===== src/rtl/sd_pkg.sv =====
// Shared definitions for the SD card-side CMD responder: response encodings,
// frame lengths, CRC7 polynomial and FSM state encoding.
package sd_pkg;

  localparam logic [1:0] RESP_NONE = 2'd0;
  localparam logic [1:0] RESP_R1   = 2'd1;
  localparam logic [1:0] RESP_R2   = 2'd2;
  localparam logic [1:0] RESP_R3   = 2'd3;

  localparam int CMD_FRAME_BITS = 48;
  localparam int R1_FRAME_BITS  = 48;
  localparam int R2_FRAME_BITS  = 136;

  localparam logic [6:0] CRC7_POLY = 7'h09;

  typedef enum logic [2:0] {
    ST_IDLE,
    ST_RX,
    ST_CHECK,
    ST_WAIT_RESP,
    ST_NCR,
    ST_TX,
    ST_RELEASE
  } sd_state_t;

endpackage


===== src/rtl/sd_crc7.sv =====
// Serial CRC7 (x^7 + x^3 + 1), initial value zero, one data bit per enable.
module sd_crc7
  import sd_pkg::*;
(
  input  logic       ex_clk,
  input  logic       ex_resetn,
  input  logic       clear,
  input  logic       enable,
  input  logic       data_bit,
  output logic [6:0] crc
);

  logic feedback;
  assign feedback = data_bit ^ crc[6];

  always_ff @(posedge ex_clk or negedge ex_resetn) begin
    if (!ex_resetn) begin
      crc <= 7'h00;
    end else if (clear) begin
      crc <= 7'h00;
    end else if (enable) begin
      crc <= {crc[5:0], 1'b0} ^ (feedback ? CRC7_POLY : 7'h00);
    end
  end

endmodule


===== src/rtl/sd_card_cmd_responder.sv =====
// Card-side SD CMD line: receives 48-bit commands, checks CRC7, sends R1/R2/R3.
// Optional macro SD_RESP_CRC_INJECT_EN adds crc_inject to corrupt the R1 CRC LSB.
module sd_card_cmd_responder
  import sd_pkg::*;
#(
  parameter int NCR         = 2,
  parameter int SYNC_STAGES = 2
) (
  input  logic         ex_clk,
  input  logic         ex_resetn,
  input  logic         sd_clk,
  input  logic         cmd_in,
  output logic         cmd_out,
  output logic         cmd_oe,
  output logic         cmd_valid,
  output logic [5:0]   cmd_index,
  output logic [31:0]  cmd_arg,
  output logic         cmd_crc_err,
  output logic         resp_ready,
  input  logic         resp_valid,
  input  logic [1:0]   resp_type,
  input  logic [126:0] resp_content,
`ifdef SD_RESP_CRC_INJECT_EN
  input  logic         crc_inject,
`endif
  output logic         busy
);

  sd_state_t state, state_nxt;

  logic [SYNC_STAGES-1:0] clk_sync, cmd_sync;
  logic                   rise, fall, cmd_bit;
  logic [45:0]            rx_frame;
  logic [46:0]            rx_next;
  logic [5:0]             bit_cnt;
  logic [6:0]             rx_crc, tx_crc;
  logic [6:0]             ncr_cnt;
  logic [135:0]           tx_shift;
  logic [7:0]             tx_cnt, tx_last;
  logic                   tx_is_r1, inject_r;
  logic                   start_det, handshake, rx_last, rx_err;
  logic                   tx_in_crc, tx_bit;
  logic [2:0]             crc_idx;

  always_ff @(posedge ex_clk or negedge ex_resetn) begin
    if (!ex_resetn) begin
      clk_sync <= '0;
      cmd_sync <= '1;
    end else begin
      clk_sync <= {clk_sync[SYNC_STAGES-2:0], sd_clk};
      cmd_sync <= {cmd_sync[SYNC_STAGES-2:0], cmd_in};
    end
  end

  assign rise    = clk_sync[SYNC_STAGES-2] & ~clk_sync[SYNC_STAGES-1];
  assign fall    = ~clk_sync[SYNC_STAGES-2] & clk_sync[SYNC_STAGES-1];
  assign cmd_bit = cmd_sync[SYNC_STAGES-1];

  // A start bit is honoured in IDLE and, as a host retry, while waiting for card logic.
  assign start_det = rise && !cmd_bit && (state == ST_IDLE || state == ST_WAIT_RESP);
  assign handshake = (state == ST_WAIT_RESP) && resp_valid && !start_det;
  assign rx_last   = (state == ST_RX) && rise && (bit_cnt == 6'd46);
  assign rx_next   = {rx_frame, cmd_bit};
  assign rx_err    = !rx_next[46] || (rx_crc != rx_next[7:1]) || !rx_next[0];

  assign tx_in_crc = tx_is_r1 && (tx_cnt >= 8'd40) && (tx_cnt <= 8'd46);
  assign crc_idx   = 3'(8'd46 - tx_cnt);
  assign tx_bit    = tx_in_crc ? (tx_crc[crc_idx] ^ (inject_r && tx_cnt == 8'd46))
                               : tx_shift[135];

  assign resp_ready = (state == ST_WAIT_RESP);
  assign busy       = (state != ST_IDLE);

  sd_crc7 u_rx_crc (
    .ex_clk    (ex_clk),
    .ex_resetn (ex_resetn),
    .clear     (start_det),
    .enable    ((state == ST_RX) && rise && (bit_cnt < 6'd39)),
    .data_bit  (cmd_bit),
    .crc       (rx_crc)
  );

  sd_crc7 u_tx_crc (
    .ex_clk    (ex_clk),
    .ex_resetn (ex_resetn),
    .clear     (handshake),
    .enable    ((state == ST_TX) && fall && (tx_cnt < 8'd40)),
    .data_bit  (tx_shift[135]),
    .crc       (tx_crc)
  );

`ifdef SD_RESP_CRC_INJECT_EN
  always_ff @(posedge ex_clk or negedge ex_resetn) begin
    if (!ex_resetn) begin
      inject_r <= 1'b0;
    end else if (handshake) begin
      inject_r <= crc_inject;
    end
  end
`else
  assign inject_r = 1'b0;
`endif

  always_ff @(posedge ex_clk or negedge ex_resetn) begin
    if (!ex_resetn) begin
      state <= ST_IDLE;
    end else begin
      state <= state_nxt;
    end
  end

  always_comb begin
    state_nxt = state;
    case (state)
      ST_IDLE:      if (start_det) state_nxt = ST_RX;
      ST_RX:        if (rx_last) state_nxt = ST_CHECK;
      ST_CHECK:     state_nxt = cmd_crc_err ? ST_IDLE : ST_WAIT_RESP;
      ST_WAIT_RESP: begin
        if (start_det) begin
          state_nxt = ST_RX;
        end else if (handshake) begin
          state_nxt = (resp_type == RESP_NONE) ? ST_IDLE : ST_NCR;
        end
      end
      ST_NCR:       if (rise && ncr_cnt <= 7'd1) state_nxt = ST_TX;
      ST_TX:        if (fall && tx_cnt == tx_last) state_nxt = ST_RELEASE;
      ST_RELEASE:   if (fall) state_nxt = ST_IDLE;
      default:      state_nxt = ST_IDLE;
    endcase
  end

  // Frame datapath: receive shift/decode, response latch and bit serialiser.
  always_ff @(posedge ex_clk or negedge ex_resetn) begin
    if (!ex_resetn) begin
      cmd_out     <= 1'b1;
      cmd_oe      <= 1'b0;
      cmd_valid   <= 1'b0;
      cmd_index   <= 6'd0;
      cmd_arg     <= 32'd0;
      cmd_crc_err <= 1'b0;
      rx_frame    <= '0;
      bit_cnt     <= 6'd0;
      ncr_cnt     <= 7'd0;
      tx_shift    <= '0;
      tx_cnt      <= 8'd0;
      tx_last     <= 8'd0;
      tx_is_r1    <= 1'b0;
    end else begin
      cmd_valid <= 1'b0;
      if (start_det) begin
        rx_frame <= '0;
        bit_cnt  <= 6'd0;
      end else if (state == ST_RX && rise) begin
        rx_frame <= rx_next[45:0];
        bit_cnt  <= bit_cnt + 6'd1;
        if (rx_last) begin
          cmd_valid   <= 1'b1;
          cmd_index   <= rx_next[45:40];
          cmd_arg     <= rx_next[39:8];
          cmd_crc_err <= rx_err;
        end
      end

      if (handshake) begin
        ncr_cnt  <= 7'(NCR);
        tx_cnt   <= 8'd0;
        tx_is_r1 <= (resp_type == RESP_R1);
        case (resp_type)
          RESP_R2: begin
            tx_shift <= {2'b00, 6'h3F, resp_content, 1'b1};
            tx_last  <= 8'(R2_FRAME_BITS - 1);
          end
          RESP_R3: begin
            tx_shift <= {2'b00, 6'h3F, resp_content[31:0], 7'h7F, 1'b1, 88'd0};
            tx_last  <= 8'(R1_FRAME_BITS - 1);
          end
          default: begin
            tx_shift <= {2'b00, resp_content[37:0], 7'h00, 1'b1, 88'd0};
            tx_last  <= 8'(R1_FRAME_BITS - 1);
          end
        endcase
      end

      if (state == ST_NCR && rise) begin
        ncr_cnt <= ncr_cnt - 7'd1;
      end

      if (state == ST_TX && fall) begin
        cmd_out  <= tx_bit;
        cmd_oe   <= 1'b1;
        tx_shift <= {tx_shift[134:0], 1'b0};
        tx_cnt   <= tx_cnt + 8'd1;
      end

      if (state == ST_RELEASE && fall) begin
        cmd_out <= 1'b1;
        cmd_oe  <= 1'b0;
      end
    end
  end

endmodule


===== config.mk =====
export PLATFORM = sky130hd
export DESIGN_NAME = sd_card_cmd_responder
export DESIGN_NICKNAME = d
export VERILOG_FILES = /design/src/rtl/sd_pkg.sv /design/src/rtl/sd_crc7.sv /design/src/rtl/sd_card_cmd_responder.sv
export SDC_FILE = /design/constraint.sdc
export NUM_CORES = 1
export LEC_CHECK = 0
export CORE_UTILIZATION = 58
export DETAILED_ROUTE_END_ITERATION = 16
export GPL_ROUTABILITY_DRIVEN = 0
export GPL_TIMING_DRIVEN = 0
export PLACE_DENSITY = 0.85
export SYNTH_ARGS = -nofsm -noshare
export SYNTH_HDL_FRONTEND = slang
export SYNTH_SLANG_ARGS = --single-unit

===== constraint.sdc =====
create_clock -name ex_clk -period 4 [get_ports ex_clk]
set_clock_uncertainty 0.2 [all_clocks]
set_input_delay 0.4 -clock ex_clk [delete_from_list [all_inputs] [get_ports ex_clk]]
set_output_delay 0.4 -clock ex_clk [all_outputs]
set_load 0.02 [all_outputs]

Word-level counts from Yosys, hierarchy flattened

Index checks and enable logic that the tools add are counted.

Bits in registers: 275
Bits of input ports: 134
Output and inout bits: 44
Word-level logic and storage cells: 125

Add/sub/neg operators: 4
$lt $le $gt $ge: 6
Equal/unequal tests: 18
Multiplexer cells: 38
Bitwise operators: 9
Reduce and logical (&&, ||, !) cells: 32

Operator list:

| operator              | number |
|---|---|
| $mux W136             | 2 |
| $pmux W134 S2         | 1 |
| $mux W46              | 2 |
| $mux W7               | 6 |
| $mux W3               | 8 |
| $mux W8               | 3 |
| $pmux W3 S7           | 1 |
| $logic_and A1 B1 Y1   | 15 |
| $xor A7 B7 Y7         | 2 |
| $mux W6               | 2 |
| $reduce_bool A2 Y1    | 6 |
| $ne A2 B2 Y1 const B  | 5 |
| $eq A3 B3 Y1 const B  | 3 |
| $mux W1               | 9 |
| $add A8 B1 Y8 const B | 1 |
| $eq A8 B8 Y1          | 1 |
| $ge A8 B6 Y1 const B  | 1 |
| $le A8 B6 Y1 const B  | 1 |
| $lt A8 B6 Y1 const B  | 1 |
| $mux W4               | 2 |
| $le A7 B1 Y1 const B  | 1 |
| $ne A7 B7 Y1          | 1 |
| $sub A7 B1 Y7 const B | 1 |
| $add A6 B1 Y6 const B | 1 |
| other kinds (21)      | 31 |

Depth between registers and ports, before layout

Gate-level depths: netlist (run 1).

Word-level depth: 9
Depth in mapped cells: 8

By module

Synthesis (run 1) repeated with hierarchy kept, for this count alone.

Cells, all modules: 1,105
Area, all modules: 11,681.2 sq um

Modules (own cells, without submodules):

| module                | instances | cells an instance | area each (sq um) | seq. area each (sq um) |
|---|---|---|---|---|
| sd_card_cmd_responder | 1         | 1,049             | 11,065.6          | 6,409.9 |
| sd_crc7               | 2         | 28                | 307.8             | 175.2 |

Worst setup path before layout (run 1)

No wires, ideal clock.

Path type: register to register
Start: register clk_sync[1]
End: register state[0]
Setup time: 126 ps
Arrival: 1,735 ps
Required time: 3,674 ps
Slack: 1,939 ps
Cell stages (with the launch flop): 6
Buffers on the path: 1
Clock period less this slack: 2,061 ps
Cells stage by stage: dfrtp_1 nand4bb_2 or4_1 buf_2 o211a_1 o32a_1

Longest elaborated chain between the ends: 8
Elaborated cells between the ends (all ways): 20
Classes of those cells: 6 x eq/ne; 2 x mux; 3 x bitwise; 9 x reduce/logical

RTL lines:

| element                          | RTL line                     | RTL |
|---|---|---|
| from (decl)                      | sd_card_cmd_responder.sv:31  | `logic [SYNC_STAGES-1:0] clk_sync, cmd_sync;` |
| from (signal assigned)           | sd_card_cmd_responder.sv:50  | `clk_sync <= {clk_sync[SYNC_STAGES-2:0], sd_clk};` |
| $not A1 Y1                       | sd_card_cmd_responder.sv:55  | `assign rise = clk_sync[SYNC_STAGES-2] & ~clk_sync[SYNC_STAGES-1];` |
| $and A1 B1 Y1                    | sd_card_cmd_responder.sv:55  |  |
| $logic_and A1 B1 Y1 (2 in a row) | sd_card_cmd_responder.sv:60  | `assign start_det = rise && !cmd_bit && (state == ST_IDLE \|\| state == ST_WAIT_RESP);` |
| $logic_not A1 Y1                 | sd_card_cmd_responder.sv:61  | `assign handshake = (state == ST_WAIT_RESP) && resp_valid && !start_det;` |
| $logic_and A1 B1 Y1              | sd_card_cmd_responder.sv:61  |  |
| $ne A3 B1 Y1 (no line)           | --                           |  |
| $reduce_and A6 Y1 (no line)      | --                           |  |
| to (signal assigned)             | sd_card_cmd_responder.sv:108 | `state <= state_nxt;` |
| to (decl)                        | sd_card_cmd_responder.sv:29  | `sd_state_t state, state_nxt;` |

Parallel ways exist; a longest one is shown, timed or not.
A chain may end at the register's enable or synchronous reset.

Worst setup path in the final report (run 1)

Start: register state[1]
End: output busy

Longest elaborated chain between the ends: 1

RTL lines:

| element            | RTL line                    | RTL |
|---|---|---|
| $reduce_bool A3 Y1 | sd_card_cmd_responder.sv:72 | `assign busy = (state != ST_IDLE);` |
| to (decl)          | sd_card_cmd_responder.sv:26 | `output logic busy` |

Every way passes these cells.

==> results.json, run 1 <==
{
  "status": "finished clean",
  "slew_headroom_pct": 56.6,
  "stdcell_area_um2": 15100,
  "async_flop_share_pct": 100,
  "grt_usage_pct": 28.2,
  "fp.coreArea_um2": 19700,
  "antenna_found_initial": 1,
  "synth-edff-count": 0,
  "grt_util_met3_pct": 5.53,
  "yosys_warnings": 0,
  "cts_made_buffers": 28,
  "crit_end": "busy",
  "row_count": 51,
  "cpPeakStageDelay_ns": 0.56,
  "irDropWorstVdd_mv": 0.361,
  "total_power_mw": 8.94,
  "clkTransAtPathRegs_ns": 0.06,
  "worstPathCellList": "clkbuf_1, or3_1, clkdlybuf4s50_1",
  "r2r_start": "state[1]",
  "end_kind": "primary output",
  "nets": 1445,
  "synth_cells": 1095,
  "drv_cap": 0,
  "finalCritPeriodShare_pct": 68.5,
  "fp.dieW_um": 145,
  "die_y_um": 145,
  "reg2reg_depth": 7,
  "initialDrtViolationCount": 1105,
  "clock-sinks": 270,
  "wl_per_cell_um": 17.8,
  "crit_start": "state[1]",
  "routed_wl_um": 28300,
  "cp_max_fo": 10,
  "swShare_pct": 29.6,
  "syn_nets": 1235,
  "pwr-share-clk_pct": 32.2,
  "via_count": 9463,
  "io_pins": 178,
  "critical_path_buf_inv_count": 2,
  "start_util_pct": 60.0,
  "p_comb_share_pct": 23.5,
  "dr.pass1.iters": 15,
  "powerDensity_nw_per_um2": 593,
  "grt_overflow": 0,
  "hold_viol": 0,
  "grt_max_degree": 129,
  "postSynthAreaPerCell_um2": 10.8,
  "max_freq_mhz": 365,
  "drive_above_1_share_pct": 11.2,
  "p_int_mw": 6.29,
  "post-dp-hpwl_um": 19100,
  "multi_input_area_um2": 4220,
  "syn_area_um2": 11800,
  "grt-busiest-layer": "met2",
  "setup_violations": 0,
  "final_core_util_pct": 76.4,
  "rsz0062_at_grt": "no",
  "cts_buffer_depth": 3,
  "grtUsageMet1_pct": 37.6,
  "synth.distinct_cells": 65,
  "antenna_left": 0,
  "syn_to_final_growth_pct": 27.2,
  "worstMarginPinSlew_ns": 0.650,
  "met2_usage_pct": 46.9,
  "criticalPathCategory": "register to primary output",
  "critPathLaunchType": "register",
  "reg2reg_setup_slack_ns": 1.45,
  "synth-seq-cells": 270,
  "fillers": 1257,
  "die-area_um2": 21000,
  "setup_ws_ns": 1.26,
  "cts_root_buf": "clkbuf_16",
  "pwr-share-seq_pct": 44.3,
  "synthFlopType": "dfrtp_1",
  "vias_per_cell": 5.94,
  "yosysSeqAreaShare_pct": 57.1,
  "first_global_vias": 9216,
  "required_ns": 3.40,
  "arrival_ns": 2.14,
  "tritoncts": "done",
  "drv_slew": 0,
  "total_leakage_power_nw": 7.27,
  "drcViolationCount": 0,
  "worstReg2RegEnd": "tx_shift[25]",
  "p_sw_mw": 2.65,
  "fin_crit_ns": 2.74,
  "htree_num_levels": 1,
  "cp_slowest_cell": "clkdlybuf4s50_1",
  "hp-start": "cmd_in",
  "port_buffers": 177,
  "min_path_type": "primary input to register",
  "place_area_um2": 14000,
  "clk_latency_ns": 0.53,
  "fin_hold_ws_ns": 0.0934,
  "seqCellArea_um2": 6760,
  "place_ws_ns": 0.995,
  "cp.depth": 3,
  "cp_top_family": "buffers and inverters",
  "grt_pass1_wl_um": 46500
}
[timing repair]
item | in CTS | in global routing
gates resized for setup | 0 | 0
endpoints found under the hold margin | 46 | 0
setup buffers | 0 | 0
hold buffers | 1 | 0
[how the worst min path moves through the flow]
stage                  endpoint  depth (start not counted)
global route        cmd_sync[0]                          1
detailed placement   ncr_cnt[5]                          1
finish              cmd_sync[0]                          1
global placement    cmd_sync[1]                          0
floorplan            bit_cnt[0]                          0
CTS                 cmd_sync[0]                          1
[per-stage QoR]
step / TNS, ns / cells
after floorplan: 0 / 1095
after global placement: -2385.41 / 1537
after detailed placement: 0 / 1539
after CTS: 0 / 1591
after global routing: 0 / 1592
final: 0 / 1592
[layer usage]
layer	vias up	part of all wire, %
met1	4666	42
met5	-	0
met3	45	7.0
li1	4374	-
met4	0	2.2
met2	378	49
[layout by cell type (no fill, tap or decap), types with 22 or more instances in the layout]
cell type and count:
dfrtp_1 267, nand2_1 193, clkdlybuf4s50_1 176, inv_1 95, a222oi_1 87, a21oi_1 85
clkbuf_1 46, mux2_2 40, a221o_1 39, nor2_1 30, clkbuf_16 29, o21ai_0 22
[logic make-up after synthesis]
logic type	after synthesis	share of synthesized area, %
AND/OR/NAND/NOR	295	11.0
AO/OA/AOI/OAI	280	18.4
flip-flops	270	57.1
buffers and inverters	182	7.23
multiplexers	44	4.25
XOR/XNOR	18	1.33
adder cells (fa/ha/maj)	6	0.634
[power by group through the flow]
| stage | Combinational (mW) | Clock [mW] | Sequential, mW |
|---|---|---|---|
| final | 2.10 | 2.88 | 3.96 |
| after global routing | 2.35 | 3.03 | 4.03 |
| after CTS | 2.11 | 2.91 | 3.94 |
| after detailed placement | 2.09 | 0 | 3.95 |
| after global placement | 1.99 | 0 | 3.94 |
| after floorplan | 1.52 | 0 | 3.82 |
[state kept, by name, summed over array words and instances (netlist names)]
signal	cells
bit_cnt	6
clk_sync	2
cmd_arg	32
cmd_crc_err	1
cmd_index	6
cmd_oe	1
cmd_out	1
cmd_sync	2
cmd_valid	1
ncr_cnt	7
rx_frame	46
state	3
tx_cnt	8
tx_is_r1	1
tx_last	3
tx_shift	136
u_rx_crc.crc	7
u_tx_crc.crc	7
[worst reg2reg max path, stage by stage, from the launching register on]
cell	delay (ns)
dfrtp_1	0.38
clkbuf_1	0.20
nand2b_1	0.25
nor2_1	0.19
clkbuf_1	0.48
clkbuf_1	0.47
a222oi_1	0.22
inv_1	0.09
[Yosys cell counts, drive strengths merged, types with 2 or more instances]
| master | n | area share (%) |
|---|---|---|
| nand2b | 7 | 0.37 |
| o22ai | 2 | 0.11 |
| o31ai | 2 | 0.13 |
| nand4 | 3 | 0.16 |
| nor2 | 30 | 0.95 |
| a22o | 14 | 1.0 |
| nand3 | 17 | 0.72 |
| or3b | 2 | 0.15 |
| a21oi | 86 | 3.7 |
| xnor2 | 13 | 0.96 |
| dfstp | 3 | 0.67 |
| inv | 96 | 3.0 |
| a31oi | 2 | 0.11 |
| buf | 40 | 2.7 |
| nand3b | 5 | 0.32 |
| nand2 | 193 | 6.1 |
| nor2b | 7 | 0.37 |
| or4 | 2 | 0.13 |
| dfrtp | 267 | 56 |
| mux2i | 3 | 0.25 |
| nor4 | 4 | 0.21 |
| xor2 | 5 | 0.37 |
| and4 | 3 | 0.24 |
| or2 | 3 | 0.16 |
| ha | 6 | 0.63 |
| mux2 | 40 | 3.8 |
| or3 | 3 | 0.16 |
| nor3b | 2 | 0.13 |
| a32oi | 2 | 0.21 |
| and3 | 3 | 0.16 |
| a222oi | 87 | 7.4 |
| a211oi | 3 | 0.23 |
| a221o | 39 | 3.3 |
| a21o | 2 | 0.13 |
| clkbuf | 46 | 1.5 |
| o21ai | 27 | 1.1 |
| nor3 | 5 | 0.21 |
| o211ai | 4 | 0.25 |
[area by class of cell]
cell class                 instances  area share (%)
tap                              265            2.20
clock inverter                    17            1.66
timing repair buffer             180            12.2
multi-input combinational        643            28.0
antenna                            1          0.0166
buffer                            86            3.29
clock buffer                      34            5.28
sequential                       270            44.9
inverter                          96            2.39
Power figures use the tool's default switching activity.
==> inputs of run 2 (changes only) <==
CORE_UTILIZATION = 49   (was 58)
PLACE_DENSITY = 0.76   (was 0.85)
clock period = 2.5 ns   (was 4 ns; I/O delays follow)
==> run 2 against run 1 <==
Total power is 58% higher. Clock-buffer cell count is 11 higher. Core utilization is 12 points lower. Clock power is 56% higher. Worst hold slack worse by 0.073 ns. Routed wire length is 0.19% lower. Flip-flop and latch count stayed put. Final cell count is 3.5% higher. Combinational power is 59% higher. Critical path depth is 4 higher. Non-clock buffer count stayed put.
==> results.json, run 2 (same netlist as run 1, synthesis figures left out) <==
{
  "status": "finished clean",
  "p_comb_share_pct": 23.7,
  "htree_num_levels": 1,
  "required_ns": 2.78,
  "tritoncts": "done",
  "fp.coreArea_um2": 23600,
  "drive_above_1_share_pct": 11.4,
  "clock-sinks": 270,
  "fin_hold_ws_ns": 0.0199,
  "setup_violations": 0,
  "stdcell_area_um2": 15100,
  "port_buffers": 177,
  "layout_common_cells": "267 x dfrtp_1, 193 x nand2_1, 174 x clkdlybuf4s50_1",
  "multi_input_area_um2": 4240,
  "cts_buffer_depth": 3,
  "fillers": 1908,
  "powerDensity_nw_per_um2": 933,
  "drcViolationCount": 0,
  "die_y_um": 157,
  "start_util_pct": 50.1,
  "hold_viol": 0,
  "crit_start": "clk_sync[0]",
  "finalCritPeriodShare_pct": 94.7,
  "final_core_util_pct": 64.1,
  "io_pins": 178,
  "dr.pass1.iters": 10,
  "grt_max_degree": 123,
  "r2r_start": "clk_sync[0]",
  "total_power_mw": 14.1,
  "post-dp-hpwl_um": 19500,
  "grt_overflow": 0,
  "cp_max_fo": 10,
  "p_int_mw": 9.95,
  "arrival_ns": 2.65,
  "min_path_type": "primary input to asynchronous set/reset pin",
  "top_register": "tx_shift",
  "routed_wl_um": 28300,
  "row_count": 56,
  "clkTransAtPathRegs_ns": 0.06,
  "cts_root_buf": "clkbuf_16",
  "first_global_vias": 9165,
  "pwr-share-clk_pct": 31.7,
  "total_leakage_power_nw": 7.29,
  "finalSetupTns_ns": 0,
  "via_count": 9253,
  "criticalPathCategory": "register to register",
  "grt_pass1_wl_um": 45800,
  "rsz0062_at_grt": "no",
  "swShare_pct": 29.5,
  "fp.dieW_um": 157,
  "cts_made_buffers": 30,
  "seqCellArea_um2": 6760,
  "diodes": 0,
  "place_area_um2": 14100,
  "final_common_cell": "dfrtp_1",
  "largest_reg_flops": 136,
  "wl_per_cell_um": 17.2,
  "max_freq_mhz": 423,
  "critPathLaunchType": "register",
  "vias_per_cell": 5.62,
  "slew_headroom_pct": 59.3,
  "p_sw_mw": 4.17,
  "drv_cap": 0,
  "fin_crit_ns": 2.37,
  "nets": 1447,
  "syn_to_final_growth_pct": 27.8,
  "initialDrtViolationCount": 980,
  "end_kind": "register",
  "reg_top3": "tx_shift: 136 flops, rx_frame: 46 flops, cmd_arg: 32 flops",
  "worstMarginPinSlew_ns": 0.611,
  "pwr-share-seq_pct": 44.6,
  "clk_latency_ns": 0.54,
  "grt_usage_pct": 23.2,
  "drv_slew": 0,
  "die-area_um2": 24800,
  "irDropWorstVdd_mv": 0.631,
  "antenna_left": 0,
  "antenna_found_initial": 1
}
[run 2: per-layer routing]
metal  GRT usage [%]  up-vias  routed length (um)
li1                -     4372                   -
met1            30.8     4548               12300
met2            38.3      284               13500
met3            5.15       49                1920
met4            6.47        0                 618
met5               0        -                   0
[run 2: what timing repair did]
| item | in CTS | in global routing |
|---|---|---|
| endpoints found under the setup margin | 17 | 124 |
| hold buffers | 3 | 0 |
| setup buffers | 0 | 0 |
| gates resized for setup | 4 | 13 |
| endpoints found under the hold margin | 271 | 0 |
[run 2: critical path, stage by stage (launching register included)]
cell      delay, ns
dfrtp_1        0.51
or3b_1         0.38
buf_2          0.20
a32oi_2        0.39
buf_6          0.22
buf_4          0.19
a222oi_1       0.12
inv_1          0.09
[run 2: path summary, 6_finish.rpt]
kind / endpoint / slack (ns) / cells after the start
setup reg to reg: tx_shift[66] / 0.13 / 7
hold / removal: ncr_cnt[4] / 0.02 / 2
max in group asynchronous: cmd_arg[30] / 1.16 / 3
hold reg to reg: cmd_sync[1] / 0.16 / 0
min in group ex_clk: tx_shift[87] / 0.12 / 3
setup / recovery: tx_shift[66] / 0.13 / 7
[run 2: area by class of cell]
class,instances,area share [%]
Buffer,84,3.28
Clock buffer,45,5.94
Sequential cell,270,44.7
Timing Repair Buffer,182,12.3
Inverter,96,2.38
Tap cell,319,2.64
Clock inverter,8,0.802
Multi-Input combinational cell,643,28.0
[run 2: through the flow]
step	setup WS (ns)	instances
finish	0.133	1647
global route	0.0102	1647
CTS	0.00240	1649
detailed placement	-0.364	1593
global placement	-10.44	1591
floorplan	0.439	1095
[run 2: power groups by stage]
stage,clock (mW),combinational [mW],sequential (mW)
3_3_place_gp,0,3.20,6.31
4_1_cts,4.55,3.35,6.28
6_report,4.48,3.34,6.30
3_5_place_dp,0,3.34,6.31
5_1_grt,4.75,3.73,6.43
2_1_floorplan,0,2.43,6.12
